===== config.mk =====
export PLATFORM = sky130hd
export DESIGN_NAME = ring_buffer_streamer
export DESIGN_NICKNAME = d
export VERILOG_FILES = /design/src/rtl/ring_buffer_pkg.sv /design/src/rtl/ring_buffer_streamer_skid_store.sv /design/src/rtl/ring_buffer_streamer.sv
export SDC_FILE = /design/constraint.sdc
export NUM_CORES = 1
export LEC_CHECK = 0
export CAP_MARGIN = 20
export CORE_UTILIZATION = 49
export DETAILED_ROUTE_END_ITERATION = 10
export HOLD_SLACK_MARGIN = 0.15
export PLACE_DENSITY = 0.77
export SKIP_LAST_GASP = 1
export SYNTH_ARGS = -nofsm -noshare
export SYNTH_HDL_FRONTEND = slang
export SYNTH_SLANG_ARGS = --single-unit

===== constraint.sdc =====
create_clock -name clk -period 2.76 [get_ports clk]
set_clock_uncertainty 0.2 [all_clocks]
set_input_delay 0.552 -clock clk [delete_from_list [all_inputs] [get_ports clk]]
set_output_delay 0.552 -clock clk [all_outputs]
set_load 0.02 [all_outputs]

===== src/rtl/ring_buffer_pkg.sv =====
// Shared definitions for ring_buffer and its read-side streamer.
package ring_buffer_pkg;

  // Depth of the streamer's output store; also the cap on outstanding reads.
  localparam int unsigned StoreDepth = 2;

  // Holds count + in_flight, range 0..StoreDepth.
  typedef logic [1:0] fill_t;

endpackage


===== src/rtl/ring_buffer_streamer_skid_store.sv =====
// Two-entry FIFO-ordered register pair; entry0 is the head.
module skid_store
  import ring_buffer_pkg::*;
#(
  parameter int unsigned WordLengthBits = 8
) (
  input  logic                      clk,
  input  logic                      rst,
  input  logic                      push,
  input  logic [WordLengthBits-1:0] push_data,
  input  logic                      pop,
  output fill_t                     count,
  output logic [WordLengthBits-1:0] head
);

  logic [WordLengthBits-1:0] entry0;
  logic [WordLengthBits-1:0] entry1;
  fill_t                     count_q;
  logic                      do_pop;

  assign do_pop = pop && (count_q != '0);
  assign count  = count_q;
  assign head   = entry0;

  // Push/pop update keeping FIFO order; the caller never pushes into a full store.
  always_ff @(posedge clk or negedge rst) begin
    if (!rst) begin
      entry0  <= '0;
      entry1  <= '0;
      count_q <= '0;
    end else begin
      case ({push, do_pop})
        2'b10: begin
          if (count_q == '0) entry0 <= push_data;
          else               entry1 <= push_data;
          count_q <= count_q + fill_t'(1);
        end
        2'b01: begin
          entry0  <= entry1;
          count_q <= count_q - fill_t'(1);
        end
        2'b11: begin
          if (count_q == fill_t'(StoreDepth)) begin
            entry0 <= entry1;
            entry1 <= push_data;
          end else begin
            entry0 <= push_data;
          end
        end
        default: ;
      endcase
    end
  end

endmodule


===== src/rtl/ring_buffer_streamer.sv =====
// Read-side adapter: turns ring_buffer get/data_out into a valid/ready stream.
module ring_buffer_streamer
  import ring_buffer_pkg::*;
#(
  parameter int unsigned WordLengthBits = 8,
  parameter int unsigned CountBits      = 16
) (
  input  logic                      clk,
  input  logic                      rst,
  input  logic                      enable,
  input  logic                      buffer_empty,
  input  logic [WordLengthBits-1:0] buffer_data,
  output logic                      get,
  output logic                      m_valid,
  input  logic                      m_ready,
  output logic [WordLengthBits-1:0] m_data,
  output logic [CountBits-1:0]      words_sent
);

  logic  in_flight;
  logic  pop;
  fill_t count;
  fill_t fill;

  assign m_valid = (count != '0);
  assign pop     = m_valid && m_ready;
  assign fill    = count + fill_t'(in_flight);

  // Read credit: a slot is free, or one is being freed by this cycle's pop.
  // Gated by rst so the strobe also reads 0 while reset is held.
  always_comb begin
    get = 1'b0;
    if (rst && enable && !buffer_empty &&
        ((fill < fill_t'(StoreDepth)) || pop)) begin
      get = 1'b1;
    end
  end

  // Track the one-cycle buffer read latency.
  always_ff @(posedge clk or negedge rst) begin
    if (!rst) in_flight <= 1'b0;
    else      in_flight <= get;
  end

  // Count completed stream handshakes, wrapping naturally.
  always_ff @(posedge clk or negedge rst) begin
    if (!rst)     words_sent <= '0;
    else if (pop) words_sent <= words_sent + CountBits'(1);
  end

  skid_store #(
    .WordLengthBits(WordLengthBits)
  ) u_store (
    .clk       (clk),
    .rst       (rst),
    .push      (in_flight),
    .push_data (buffer_data),
    .pop       (pop),
    .count     (count),
    .head      (m_data)
  );

endmodule

==> tab_implementation.tex <==
\begin{tabular}{lr}
\hline
Metric & Value \\
\hline
\multicolumn{2}{l}{\textbf{Pwr}} \\
\quad LEAKAGE & 0.9607 nW \\
\quad Max rail drop VDD & 0.4612 mV \\
\quad Design Power & 2.137 mW \\
\quad P per Cell Area & 966.0 nW/um\^{}2 \\
\multicolumn{2}{l}{\textbf{Hold path}} \\
\quad Hold Startpoint & words\_sent[15]\$\_DFFE\_PN0P\_ \\
\quad Number of instances on the worst hold path & 1 \\
\quad Path type of the worst min-delay path & reg2reg \\
\quad Sink of the worst hold path & words\_sent[15]\$\_DFFE\_PN0P\_ \\
\multicolumn{2}{l}{\textbf{Drt}} \\
\quad DR WL/cell & 14.39 um \\
\quad WL final & 3368 um \\
\quad Number of violations reported at the end of detailed-routing iteration 0 & 57 \\
\quad Top layer in use & met4 \\
\quad Via count & 1220 \\
\quad Post-route DRC violation count & 0 \\
\quad Post-DR vias/cell & 5.214 \\
\quad Met1 Wirelength & 1498 um \\
\quad DR WL met2 & 1623 um \\
\quad Length of routed met3 wiring & 178 um \\
\quad Post-route antenna net violation count & 0 \\
\quad Router iterations before antenna repair & 4 \\
\multicolumn{2}{l}{\textbf{Synthesis}} \\
\quad Cell taking the most area after synthesis & dfrtp\_1 \\
\quad Number of different library cells in the post-synthesis netlist & 32 \\
\quad Portion of synthesized cell area occupied by the leading cell type & 0.5162 \\
\quad Biggest area contributors in the synthesized netlist & dfrtp\_1 (52\%), xnor2\_1 (6.2\%), mux2\_2 (5.3\%) \\
\quad Cell area after synthesis & 1697 sq um \\
\quad Synth Instances & 142 \\
\quad Average size of a mapped cell & 11.95 sq um \\
\quad Flops \& latches, synth & 35 \\
\quad Yosys warns & 0 \\
\quad Sequential cell area fraction in the yosys report & 0.5162 \\
\quad Post-synthesis net count & 160 \\
\multicolumn{2}{l}{\textbf{Clocking}} \\
\quad CTS tree & yes \\
\quad Count of H-tree levels built during CTS & 2 \\
\quad Clock latency on the worst-skew pair & 350 ps \\
\quad Clock slew at the register clock pins of the worst setup and hold paths & 110 ps \\
\quad CTS sink cnt & 35 \\
\quad Cts bufs inserted & 5 \\
\quad CTS Root Buffer Type & clkbuf\_4 \\
\quad Post-CTS setup buffers & 0 \\
\quad Maximum number of buffers from clock root to sink & 2 \\
\multicolumn{2}{l}{\textbf{Global routing}} \\
\quad Vias in the first global route & 1172 \\
\quad Total global routing track utilization & 0.2062 \\
\quad Gr ovfl total & 0 \\
\quad Largest net degree at the start of global routing & 36 \\
\quad Initial antenna violation count & 0 \\
\quad Global-route wire length before repair & 5416 um \\
\multicolumn{2}{l}{\textbf{Timing}} \\
\quad Transition at the pin with the smallest max-transition slack & 449.3 ps \\
\quad Post-route minimum period & 2483 ps \\
\quad Max-slew violation count & 0 \\
\quad Finish-stage setup viols & 0 \\
\quad Max Clk Rate & 402.8 MHz \\
\quad Setup Total Neg Slack & 0 ps \\
\quad Worst slew margin relative to its limit & 0.7004 \\
\quad Hold violation count in the final report & 0 \\
\quad Ratio of final minimum period to clock period & 0.8996 \\
\quad Unrepaired setup endpoints after global routing & no \\
\multicolumn{2}{l}{\textbf{Floorplanning}} \\
\quad Die extent in x & 60.85 um \\
\quad Initial core utilization & 0.5084 \\
\quad Num ports & 39 \\
\quad Area of the core & 3337 sq um \\
\quad Vertical die dimension & 60.85 um \\
\quad Site row count & 21 \\
\quad Full die area & 3702 sq um \\
\multicolumn{2}{l}{\textbf{Finish}} \\
\quad Sequential cell area in the final layout & 877.1 sq um \\
\quad Fill count & 287 \\
\quad Synth-to-Final Area Change & 30.38\% \\
\quad Number of nets in the finished design & 205 \\
\quad Ant. Diodes & 0 \\
\quad Layout cells sized above 1 & 0.1968 \\
\quad Area of combinational cells with multiple inputs & 755.7 sq um \\
\multicolumn{2}{l}{\textbf{Setup path}} \\
\quad Largest fanout of any net on the critical path & 7 \\
\quad Largest incremental delay on the critical path & 570 ps \\
\quad Startpoint of the worst-slack reg-to-reg timing path & u\_store.count[1]\$\_DFFE\_PN0P\_ \\
\quad Sort of element at the end of the critical path & output pin \\
\quad Critical R2R Capture & u\_store.entry1[2]\$\_DFFE\_PN0P\_ \\
\quad Startpoint type of the worst setup path & flop \\
\quad Cell type group with the largest total delay on the critical path & flip-flops \\
\quad Sequence of cells on the critical path & xor2\_1, nor2\_1, nor3\_1, dlygate4sd2\_1 \\
\quad Crit path buffers/inverters & 1 \\
\quad FF-to-FF path depth & 5 \\
\quad Critical Setup Path Class & reg2out \\
\quad Slack of the worst reg-to-reg path & 500 ps \\
\quad Worst endpoint data arrival time & 1730 ps \\
\quad Cell with the biggest individual delay on the critical path & dfrtp\_1 \\
\quad Worst EP required & 2010 ps \\
\multicolumn{2}{l}{\textbf{Placement}} \\
\quad HPWL reported at the end of detailed placement & 2351 um \\
\quad Final weighted congestion of routability-driven global placement & 0.7433 \\
\quad Number of buffers added on ports & 38 \\
\multicolumn{2}{l}{\textbf{Flow run}} \\
\quad Maxcap violations & 0 \\
\multicolumn{2}{l}{\textbf{Run status}} \\
\quad Result of the run & finished clean \\
\hline
\end{tabular}
flip-flops by register name (all words and copies together), names as in the netlist:
signal / flops
in_flight: 1
words_sent: 16
u_store.entry1: 8
u_store.count: 2
u_store.head: 8
worst max-delay path by stage:
stage	from	end	slack (ps)	cells after the start
floorplan	m_ready	u_store.entry1[0]$_DFFE_PN0P_	640	6
global placement	m_ready	u_store.entry1[4]$_DFFE_PN0P_	70	7
detailed placement	m_ready	u_store.entry1[4]$_DFFE_PN0P_	20	7
CTS	in_flight$_DFF_PN0_	get	240	5
global route	u_store.count[1]$_DFFE_PN0P_	get	120	4
finish	u_store.count[1]$_DFFE_PN0P_	get	280	4
per-layer routing:
| layer | GRT usage | up-vias |
|---|---|---|
| li1 | - | 582 |
| met1 | 0.2432 | 588 |
| met2 | 0.3344 | 42 |
| met3 | 0.07889 | 8 |
| met4 | 0.09416 | 0 |
| met5 | 0 | - |
final cells by class:
cell class	count	share of cell area
timing repair buffer	43	0.1883
sequential	35	0.3965
multi-input combinational	97	0.3416
clock buffer	6	0.02319
clock inverter	2	0.01584
inverter	5	0.008484
tap	46	0.02602
per-stage QoR:
stage | instances | setup WS [ps] | cell area (sq um) | hold WS [ps] | utilization
after floorplan | 142 | 642.1 | 1697 | 56.41 | -
after detailed placement | 226 | 19.79 | 2126 | 280.5 | 0.6370
final | 234 | 277.1 | 2212 | 294.1 | 0.6629
after global placement | 226 | 71.80 | 2126 | 269.3 | 0.6370
after global routing | 234 | 121.6 | 2212 | 308.3 | 0.6629
after CTS | 234 | 244.9 | 2212 | 297.0 | 0.6629
cells by family after synthesis:
logic type	count (synthesis)	synth area share
xor+xnor	19	0.09808
flops	35	0.5162
buf+inv	10	0.03834
mux	9	0.05974
simple gates	41	0.1335
fa+ha+maj	5	0.03687
compound gates	23	0.1173
cells in the final DEF, fill, tap and decap left out, types with 2 or more instances in the layout:
cell type,count
inv_1,4
a21oi_1,7
clkdlybuf4s50_1,37
xor2_1,7
mux2_2,8
xnor2_1,12
a21oi_2,4
ha_1,5
and3_1,3
nor2_1,11
nand2_1,9
nand3_1,5
a22oi_1,8
nor2_2,2
and4_1,3
buf_4,5
dfrtp_1,34
clkbuf_4,5
Yosys cell counts:
| master | instances |
|---|---|
| dfrtp_1 | 35 |
| xnor2_1 | 12 |
| nor2_1 | 11 |
| nand2_1 | 9 |
| a22oi_1 | 8 |
| mux2_2 | 8 |
| a21oi_1 | 7 |
| xor2_1 | 7 |
| ha_1 | 5 |
| nand3_1 | 5 |
| a21oi_2 | 4 |
| inv_1 | 4 |
| and3_1 | 3 |
| and4_1 | 3 |
| buf_6 | 3 |
| nor2_2 | 2 |
| a21o_4 | 1 |
| a31oi_2 | 1 |
| and3_4 | 1 |
| and4_4 | 1 |
| buf_2 | 1 |
| buf_4 | 1 |
| inv_2 | 1 |
| mux2_1 | 1 |
| nand2b_1 | 1 |
| nand4_1 | 1 |
| nand4_2 | 1 |
| nor2b_1 | 1 |
| nor3_1 | 1 |
| nor3_2 | 1 |
| o21a_4 | 1 |
| o221ai_4 | 1 |
power breakdown:
part,switching [mW],internal (mW),total (mW),leakage [nW]
Sequential,0.179,0.697,0.876,0.436
Clock,0.177,0.214,0.391,0.0482
Combinational,0.428,0.442,0.870,0.477
Total,0.784,1.35,2.14,0.961
what timing repair did:
item / in CTS / in global routing
hold buffers: 0 / 0
resized for setup: 2 / 0
setup endpoints to repair: 1 / 0
No activity file was read; power rests on OpenSTA's default activity.
